## src/rtl/pid_pkg.sv

```systemverilog
`default_nettype none
// ============================================================================
//  Module      : pid_pkg
//  Description : Shared types and helpers for the PID term producer:
//                FSM state encoding, full-scale saturation limits and sat().
//  Revision    : 1.0 - initial release
// ============================================================================
package pid_pkg;

    typedef enum logic [2:0] {
        ST_IDLE    = 3'd0,
        ST_MUL_P   = 3'd1,
        ST_MUL_I   = 3'd2,
        ST_MUL_D   = 3'd3,
        ST_PUBLISH = 3'd4
    } pid_state_t;

    // Largest positive value representable in a w-bit two's complement word
    function automatic longint sat_max(input int w);
        return (longint'(1) <<< (w - 1)) - longint'(1);
    endfunction

    // Most negative value representable in a w-bit two's complement word
    function automatic longint sat_min(input int w);
        return -(longint'(1) <<< (w - 1));
    endfunction

    // Clamp a wide signed value into the w-bit signed range
    function automatic longint sat(input longint x, input int w);
        if (x > sat_max(w)) begin
            return sat_max(w);
        end else if (x < sat_min(w)) begin
            return sat_min(w);
        end
        return x;
    endfunction

endpackage
`default_nettype wire

```

## src/rtl/pid_terminos_if.sv

```systemverilog
`default_nettype none
// ============================================================================
//  Module      : pid_terminos_if
//  Description : Sample/gain inputs and term outputs of the PID term producer.
//                master = software/sample source side, slave = pid_terminos.
//  Revision    : 1.0 - initial release
// ============================================================================
interface pid_terminos_if #(
    parameter int ancho = 19
);
    logic signed [ancho-1:0] Error;
    logic                    ErrorReady;
    logic signed [ancho-1:0] Kp;
    logic signed [ancho-1:0] Ki;
    logic signed [ancho-1:0] Kd;
    logic                    IntClear;
    logic signed [ancho-1:0] Integral;
    logic signed [ancho-1:0] Proporcional;
    logic signed [ancho-1:0] Derivada;
    logic                    IPDready;
    logic                    Ocupado;
    logic                    Perdido;

    modport master (
        output Error, ErrorReady, Kp, Ki, Kd, IntClear,
        input  Integral, Proporcional, Derivada, IPDready, Ocupado, Perdido
    );

    modport slave (
        input  Error, ErrorReady, Kp, Ki, Kd, IntClear,
        output Integral, Proporcional, Derivada, IPDready, Ocupado, Perdido
    );
endinterface
`default_nettype wire

```

## src/rtl/mult_sat.sv

```systemverilog
`default_nettype none
// ============================================================================
//  Module      : mult_sat
//  Description : Signed ancho x (ancho+1) multiplier, arithmetic right shift
//                by fracc (floor), saturated back to ancho bits.
//  Revision    : 1.0 - initial release
// ============================================================================
module mult_sat
    import pid_pkg::*;
#(
    parameter int ancho = 19,
    parameter int fracc = 8
) (
    input  wire logic signed [ancho-1:0] a,
    input  wire logic signed [ancho:0]   b,
    output logic signed [ancho-1:0]      y
);
    logic signed [2*ancho:0] prod;
    logic signed [2*ancho:0] shifted;

    // Full-precision product, floor shift, then clamp to the term width
    always_comb begin
        prod    = $signed({{(ancho + 1){a[ancho-1]}}, a}) * $signed({{ancho{b[ancho]}}, b});
        shifted = prod >>> fracc;
        y       = ancho'(sat(longint'(shifted), ancho));
    end
endmodule
`default_nettype wire

```

## src/rtl/pid_terminos.sv

```systemverilog
`default_nettype none
// ============================================================================
//  Module      : pid_terminos
//  Description : PID term producer. One error sample per control period is
//                turned into Proporcional/Integral/Derivada terms using a
//                single time-multiplexed saturating multiplier; terms are
//                published together with a one-cycle IPDready strobe.
//                Optional macro PID_ANTIWINDUP_EN clamps the integral
//                accumulator to [-IntLim, IntLim].
//  Revision    : 1.0 - initial release
// ============================================================================
module pid_terminos
    import pid_pkg::*;
#(
    parameter int ancho  = 19,
    parameter int fracc  = 8,
    parameter int IntLim = 2**(ancho-1) - 1
) (
    input  wire logic     clk,
    input  wire logic     reset,
    pid_terminos_if.slave bus
);
    pid_state_t state;
    pid_state_t state_nxt;

    logic signed [ancho-1:0] e_r;
    logic signed [ancho:0]   diff_r;
    logic signed [ancho-1:0] e_prev;
    logic signed [ancho-1:0] acc;
    logic signed [ancho-1:0] p_r;
    logic signed [ancho-1:0] d_r;

    logic signed [ancho-1:0] mul_a;
    logic signed [ancho:0]   mul_b;
    logic signed [ancho-1:0] mul_y;

    logic signed [ancho-1:0] prev_eff;
    logic signed [ancho:0]   diff_in;
    logic signed [ancho:0]   acc_sum;
    logic signed [ancho-1:0] acc_sat;
    logic signed [ancho-1:0] acc_next;

    mult_sat #(
        .ancho (ancho),
        .fracc (fracc)
    ) u_mult (
        .a (mul_a),
        .b (mul_b),
        .y (mul_y)
    );

    // State register
    always_ff @(posedge clk) begin
        if (reset) begin
            state <= ST_IDLE;
        end else begin
            state <= state_nxt;
        end
    end

    // Next-state: fixed P -> I -> D -> publish sequence, IntClear aborts
    always_comb begin
        state_nxt = state;
        case (state)
            ST_IDLE:    if (bus.ErrorReady) state_nxt = ST_MUL_P;
            ST_MUL_P:   state_nxt = ST_MUL_I;
            ST_MUL_I:   state_nxt = ST_MUL_D;
            ST_MUL_D:   state_nxt = ST_PUBLISH;
            ST_PUBLISH: state_nxt = ST_IDLE;
            default:    state_nxt = ST_IDLE;
        endcase
        // In IDLE a simultaneous sample is still accepted (with cleared history)
        if (bus.IntClear && (state != ST_IDLE)) begin
            state_nxt = ST_IDLE;
        end
    end

    // Operand mux for the shared multiplier
    always_comb begin
        mul_a = bus.Kp;
        mul_b = {e_r[ancho-1], e_r};
        case (state)
            ST_MUL_I: mul_a = bus.Ki;
            ST_MUL_D: begin
                mul_a = bus.Kd;
                mul_b = diff_r;
            end
            default: ;
        endcase
    end

    // Difference at acceptance and saturating integral update
    always_comb begin
        prev_eff = bus.IntClear ? '0 : e_prev;
        diff_in  = $signed({bus.Error[ancho-1], bus.Error}) - $signed({prev_eff[ancho-1], prev_eff});
        acc_sum  = $signed({acc[ancho-1], acc}) + $signed({mul_y[ancho-1], mul_y});
        acc_sat  = ancho'(sat(longint'(acc_sum), ancho));
`ifdef PID_ANTIWINDUP_EN
        if (longint'(acc_sat) > longint'(IntLim)) begin
            acc_next = ancho'(longint'(IntLim));
        end else if (longint'(acc_sat) < -longint'(IntLim)) begin
            acc_next = ancho'(-longint'(IntLim));
        end else begin
            acc_next = acc_sat;
        end
`else
        acc_next = acc_sat;
`endif
    end

    // Busy from acceptance through the publish strobe cycle
    assign bus.Ocupado = (state != ST_IDLE) || bus.IPDready;

    // Datapath registers, sticky overrun flag and published terms
    always_ff @(posedge clk) begin
        if (reset) begin
            e_r              <= '0;
            diff_r           <= '0;
            e_prev           <= '0;
            acc              <= '0;
            p_r              <= '0;
            d_r              <= '0;
            bus.Integral     <= '0;
            bus.Proporcional <= '0;
            bus.Derivada     <= '0;
            bus.IPDready     <= 1'b0;
            bus.Perdido      <= 1'b0;
        end else begin
            bus.IPDready <= 1'b0;
            if (bus.ErrorReady && (state != ST_IDLE)) begin
                bus.Perdido <= 1'b1;
            end
            if (bus.IntClear) begin
                acc    <= '0;
                e_prev <= '0;
            end
            case (state)
                ST_IDLE: begin
                    if (bus.ErrorReady) begin
                        e_r    <= bus.Error;
                        diff_r <= diff_in;
                    end
                end
                ST_MUL_P: if (!bus.IntClear) p_r <= mul_y;
                ST_MUL_I: if (!bus.IntClear) acc <= acc_next;
                ST_MUL_D: if (!bus.IntClear) d_r <= mul_y;
                ST_PUBLISH: begin
                    if (!bus.IntClear) begin
                        bus.Proporcional <= p_r;
                        bus.Integral     <= acc;
                        bus.Derivada     <= d_r;
                        bus.IPDready     <= 1'b1;
                        e_prev           <= e_r;
                    end
                end
                default: ;
            endcase
        end
    end
endmodule
`default_nettype wire

```

## src/flat_wrapper.sv

```systemverilog
// flat-port wrapper written by rule: the top's interface ports become plain ports
module pid_terminos_flat import pid_pkg::*;
#(
    parameter int ancho  = 19,
    parameter int fracc  = 8,
    parameter int IntLim = 2**(ancho-1) - 1
)
  (clk, reset, bus_Error, bus_ErrorReady, bus_Kp, bus_Ki, bus_Kd, bus_IntClear, bus_Integral, bus_Proporcional, bus_Derivada, bus_IPDready, bus_Ocupado, bus_Perdido);
  pid_terminos_if #(.ancho(ancho)) bus_i ();
  input  wire logic clk;
  input  wire logic reset;
  input wire logic [$bits(bus_i.Error)-1:0] bus_Error;
  input wire logic [$bits(bus_i.ErrorReady)-1:0] bus_ErrorReady;
  input wire logic [$bits(bus_i.Kp)-1:0] bus_Kp;
  input wire logic [$bits(bus_i.Ki)-1:0] bus_Ki;
  input wire logic [$bits(bus_i.Kd)-1:0] bus_Kd;
  input wire logic [$bits(bus_i.IntClear)-1:0] bus_IntClear;
  output wire logic [$bits(bus_i.Integral)-1:0] bus_Integral;
  output wire logic [$bits(bus_i.Proporcional)-1:0] bus_Proporcional;
  output wire logic [$bits(bus_i.Derivada)-1:0] bus_Derivada;
  output wire logic [$bits(bus_i.IPDready)-1:0] bus_IPDready;
  output wire logic [$bits(bus_i.Ocupado)-1:0] bus_Ocupado;
  output wire logic [$bits(bus_i.Perdido)-1:0] bus_Perdido;
  assign bus_i.Error = bus_Error;
  assign bus_i.ErrorReady = bus_ErrorReady;
  assign bus_i.Kp = bus_Kp;
  assign bus_i.Ki = bus_Ki;
  assign bus_i.Kd = bus_Kd;
  assign bus_i.IntClear = bus_IntClear;
  assign bus_Integral = bus_i.Integral;
  assign bus_Proporcional = bus_i.Proporcional;
  assign bus_Derivada = bus_i.Derivada;
  assign bus_IPDready = bus_i.IPDready;
  assign bus_Ocupado = bus_i.Ocupado;
  assign bus_Perdido = bus_i.Perdido;
  pid_terminos #(.ancho(ancho), .fracc(fracc), .IntLim(IntLim)) u_core (.clk(clk), .reset(reset), .bus(bus_i));
endmodule
```

## config.mk

```make
export PLATFORM = sky130hd
export DESIGN_NAME = pid_terminos_flat
export DESIGN_NICKNAME = d
export VERILOG_FILES = /design/src/rtl/pid_pkg.sv /design/src/rtl/pid_terminos_if.sv /design/src/rtl/mult_sat.sv /design/src/rtl/pid_terminos.sv /design/src/flat_wrapper.sv
export SDC_FILE = /design/constraint.sdc
export NUM_CORES = 2
export LEC_CHECK = 0
export CAP_MARGIN = 20
export CORE_MARGIN = 2
export CORE_UTILIZATION = 30
export DETAILED_ROUTE_END_ITERATION = 16
export PLACE_DENSITY = 0.53
export SKIP_LAST_GASP = 1
export SLEW_MARGIN = 20
export SYNTH_ARGS = -nofsm -noshare
export SYNTH_HDL_FRONTEND = slang
export SYNTH_SLANG_ARGS = --single-unit
```

## constraint.sdc

```tcl
create_clock -name clk -period 15.5 [get_ports clk]
set_input_delay 3.1 -clock clk [delete_from_list [all_inputs] [get_ports clk]]
set_output_delay 3.1 -clock clk [all_outputs]
set_load 0.03 [all_outputs]
```

### Word-level counts from Yosys, hierarchy flattened

Index checks and enable logic that the tools add are counted.

* add/sub/neg operators: 2
* multipliers: 1
* magnitude comparators: 4
* equal/unequal tests: 5
* multiplexer cells: 21
* bitwise logic cells: 2
* reductions and logical operators: 11

Operators with widths (number)
* 2-to-1 mux 19 bit: 12
* multiplier 19 x 20 -> 39 bit: 1
* case mux 19 bit (2 select lines): 1
* greater-than comparator 31 x 19 -> 1 bit, second input constant: 1
* less-than comparator 31 x 19 -> 1 bit, second input constant: 1
* adder 19 x 19 -> 20 bit: 1
* greater-than comparator 20 x 19 -> 1 bit, second input constant: 1
* less-than comparator 20 x 19 -> 1 bit, second input constant: 1
* 2-to-1 mux 20 bit: 1
* subtractor 19 x 19 -> 20 bit: 1
* case mux 3 bit (4 select lines): 1
* AND reduction 2 bit: 4
* equality test 3 x 2 -> 1 bit, second input constant: 2
* 2-to-1 mux 1 bit: 5
* OR reduction 2 bit: 2
* equality test 3 x 1 -> 1 bit, second input constant: 1
* equality test 3 bit, second input constant: 1
* logical NOT 3 bit: 1
* 2-to-1 mux 3 bit: 1
* nonzero test 3 bit: 1
* logical AND 1 bit: 2
* inequality test 2 bit, second input constant: 1
* inverter 1 bit: 2
* logical OR 1 bit: 1

* register bits after elaboration: 177
* logic and storage cells: 58

### Logic depth before layout (Yosys ltp)

* word-level depth: 14
* gate-level depth with buffers: 51

### Cells and area by module

From an unflattened synthesis, not the netlist that was laid out.

* cells, all modules: 2705
* area total of the unflattened synthesis: 23411.2 um2

By module, submodules not included
* mult_sat: instances 1, cells each 1603, area an instance 14644.0 um2
* pid_terminos: instances 1, cells each 1102, area an instance 8767.2 um2

### Worst setup path before layout

OpenSTA, ideal clock, no wires.

* path kind: input port to flip-flop
* start: in bus_Kd[1]
* end: reg u_core.acc[6]
* arrival time: 13.277 ns
* required time: 15.430 ns
* path slack: 2.153 ns
* stages: 45
* path through: mux2_2 > mux2i_1 > clkbuf_1 > nand2b_1 > fa_1 > inv_1 > fa_1 > fa_1 > inv_1 > fa_1 > inv_1 > fa_1 > inv_1 > fa_1 > inv_1 > ha_1 > ha_1 > clkbuf_1 > [9 not listed] > a41oi_2 > buf_2 > nor2_1 > nor2_1 > ha_1 > fa_1 > a21o_1 > a21oi_1 > o21a_1 > o31ai_1 > a21oi_1 > o21ai_0 > a21oi_1 > a21oi_1 > xnor2_1 > clkbuf_1 > o21ai_0 > a21oi_1

* longest elaborated chain between the ends: 13
* elaborated cells on any way between the ends: 18

RTL lines
* start: declaration: RTL line flat_wrapper.sv:16 `input wire logic [$bits(bus_i.Kd)-1:0] bus_Kd;`
* case mux 19 bit (2 select lines) *: RTL line pid_terminos.sv:82 `case (state)`
* multiplier 19 x 20 -> 39 bit *: RTL line mult_sat.sv:23 `prod = $signed({{(ancho + 1){a[ancho-1]}}, a}) * $signed({{ancho{b[ancho]}}, b});`
* less-than comparator 31 x 19 -> 1 bit: RTL line pid_pkg.sv:32 `end else if (x < sat_min(w)) begin`
* 2-to-1 mux 1 bit: RTL line pid_pkg.sv:32
* 2-to-1 mux 1 bit: RTL line pid_pkg.sv:30 `if (x > sat_max(w)) begin`
* 2-to-1 mux 19 bit *: RTL line pid_pkg.sv:35 `return x;`
* via u_core.mul_y[0]: RTL line pid_terminos.sv:35 `logic signed [ancho-1:0] mul_y;`
* adder 19 x 19 -> 20 bit *: RTL line pid_terminos.sv:96 `acc_sum = $signed({acc[ancho-1], acc}) + $signed({mul_y[ancho-1], mul_y});`
* less-than comparator 20 x 19 -> 1 bit: RTL line pid_pkg.sv:32
* 2-to-1 mux 1 bit: RTL line pid_pkg.sv:32
* 2-to-1 mux 1 bit: RTL line pid_pkg.sv:30
* 2-to-1 mux 19 bit *: RTL line pid_pkg.sv:35
* 2-to-1 mux 19 bit *: RTL line pid_terminos.sv:145 `ST_MUL_I: if (!bus.IntClear) acc <= acc_next;`
* 2-to-1 mux 19 bit *: RTL line pid_terminos.sv:137 `case (state)`
* end signal: assignment: RTL line pid_terminos.sv:145
* end: declaration: RTL line pid_terminos.sv:29 `logic signed [ancho-1:0] acc;`

The timed path passes the listed nets; every way through them passes the cells marked *.
A chain may end at the register's enable or synchronous reset.

### Worst setup path after layout

* start: in bus_Kd[1]
* end: reg u_core.acc[17]

Same word-level chain as after synthesis.

==> reports/qor.yml <==
nNetsFinal: 3389
max_stage_delay_ns: 0.72
dieArea_um2: 77460
r2r_setup_slack_ns: 3.04
vdd.ir_drop.worst_uv: 279.3
vias_per_cell: 4.801
met1_usage_pct: 24.17
total_power_mw: 5.970
fp-row-count: 100
initial_core_util_pct: 30.32
ys_seq_area_share_pct: 15.70
drcViolationCount: 0
core_um2: 74450
postRouteAntennaNets: 0
fin_crit_ns: 14.22
final_common_cell: "nand2_1"
whs_ns: 0.4496
synth_cell_type_count: 74
finalSetupViolations: 0
avgSynthCellArea_um2: 8.395
grt_use_met2_pct: 29.65
path_common_cell: "fa_1"
clock-root-buffer: "clkbuf_16"
place_congestion: 0.8910
drtIter0Drc: 1125
ys_ff_latch: 177
reg2reg_from: "u_core.state[2]"
die_h_um: 278.3
skew_ns: 0.01062
clock_latency_ns: 0.45
numPortBuffers: 139
holdCritPathClass: "reg -> reg"
layout_common_cells: "nand2_1, inv_1, fa_1"
p_leak_nw: 11.99
cp.required_ns: 15.83
grt_use_total_pct: 17.41
area_growth_pct: 14.04
cts_resized: 0
cts_setup_buffers: 0
grt_max_degree: 64
path_class: "in -> reg"
fmax_mhz: 70.33
ff2ff_path_depth: 44
crit_end: "u_core.acc[17]"
syn_inst: 2689
maxSlewViolCount: 0
netlist_area_um2: 22580
placed_area_um2: 25140
grt_pass1_vias: 18105
antenna_found_initial: 1
cts_hold_buf: 0
period_share_pct: 91.74
tns_ns: 0
cap_violations: 0
rsz0062_at_grt: "no"
syn_nets: 3304
overflow: 0
yosys_warnings: 0
dr.pass1.iters: 5
die_x_um: 278.3
cp-end-kind: "register"
hpwl_mm: 54.26
crit_start: "bus_Kd[1]"
busiest_layer: "met2"
synth_edf_count: 0
slew_headroom_pct: 26.57
hold_viol_final: 0
startpoint_type: "primary input"
p_per_area_nw_per_um2: 231.9
worst_slew_pin_slew_ns: 1.101
grt_pass1_wl_mm: 105.2
layout-drive-gt1-share_pct: 5.310
cts.sinks: 177
status: "complete, no violations"
post_drt_wl_per_cell_um: 17.73
vias: 18034
fin_ws_ns: 1.281
clk_pin_slew_ns: 0.08
cts_buffers: 17
synthArstFlopShare_pct: 0
io_pins: 140
cts_max_level: 4
design_area_um2: 25750
cp.depth: 45
cts_tree: "done"
clockBufferDepth: 2
critical_path_arrival_ns: 14.55
n_antenna_cell: 0
synthFlopType: "dfxtp_1"
cp_max_fo: 35
critical_path_buf_inv_count: 9
preCtsSetupSlack_ns: 0.7634
critPathSlowestCell: "fa_1"
finalWirelength_mm: 66.61
met3_usage_pct: 1.847
r2r-end: "u_core.acc[17]"
crit_family: "adder cells"
## synth_stat cells, drive strengths merged (9+ instances only)
cell type | number | share of area [%]
nand2 | 465 | 7.7
inv | 395 | 6.6
fa | 387 | 34
nor2 | 309 | 5.2
a21oi | 196 | 4.4
dfxtp | 177 | 16
ha | 148 | 8.2
o21ai | 121 | 2.8
clkbuf | 115 | 1.9
xnor2 | 47 | 1.8
mux2i | 42 | 2.0
a21o | 37 | 1.2
nand2b | 26 | 0.75
nand3 | 20 | 0.44
nor3 | 18 | 0.42
xor2 | 18 | 0.70
a32o | 17 | 0.75
o21a | 17 | 0.57
nor2b | 15 | 0.42
buf | 14 | 0.37
or2 | 10 | 0.28
nand4 | 9 | 0.25
or3 | 9 | 0.25
## cell families after synthesis
group / synth area share [%]
compound gates: 11.49
xor+xnor: 2.522
fa+ha+maj: 42.52
buf+inv: 8.857
flops: 15.70
mux: 2.150
simple gates: 16.77
## sequential cells by signal (all words and copies together), names as in the netlist
| name | flops |
|---|---|
| u_core.e_r | 19 |
| u_core.bus.IPDready | 1 |
| u_core.d_r | 19 |
| u_core.bus.Integral | 19 |
| u_core.p_r | 19 |
| u_core.bus.Derivada | 19 |
| u_core.acc | 19 |
| u_core.diff_r | 20 |
| u_core.e_prev | 19 |
| u_core.bus.Proporcional | 19 |
| u_core.state | 3 |
| u_core.bus.Perdido | 1 |
## worst reg2reg max path, delay by kind of cell (launching register included)
kind,cells,cell delay [ns]
buffers and inverters,7,1.10
DFF,1,0.41
AOI/OAI and AO/OA,16,3.76
adders and majority gates,9,4.34
xor gates and xnor gates,1,0.18
and+or+nand+nor,11,2.54
## power by group
group,switching (mW),internal [mW],leakage (nW)
Sequential,0.0250,0.489,1.43
Clock,0.213,0.235,0.299
Combinational,3.13,1.88,10.3
Total,3.37,2.60,12.0
## layer usage
metal / vias up / share of wire [%]
met1: 8989 / 46
met4: 0 / 1.4
met2: 405 / 49
li1: 8590 / -
met3: 50 / 4.3
met5: - / 0
## final cells by class
class | count | area, µm²
fill | 7814 | 48700
multi-input combinational | 1988 | 17090
sequential | 177 | 3545
timing repair buffer | 195 | 1809
inverter | 395 | 1483
tap | 969 | 1212
clock buffer | 18 | 439.2
clock inverter | 14 | 165.2
## per-stage QoR
step	utilization (%)	cells
floorplan	-	2689
global placement	33.76	3724
detailed placement	33.76	3724
CTS	34.58	3756
global route	34.58	3756
finish	34.58	3756
## worst min-delay path by stage
stage	from	to	depth (start not counted)
4_1_cts	u_core.p_r[9]	u_core.bus.Proporcional[9]	2
2_1_floorplan	u_core.d_r[10]	u_core.d_r[10]	2
3_3_place_gp	u_core.p_r[9]	u_core.p_r[9]	2
6_report	u_core.p_r[11]	u_core.bus.Proporcional[11]	2
5_1_grt	u_core.p_r[9]	u_core.bus.Proporcional[9]	2
3_5_place_dp	u_core.d_r[5]	u_core.d_r[5]	2
Note: power is estimated with default switching activity, not from simulation.
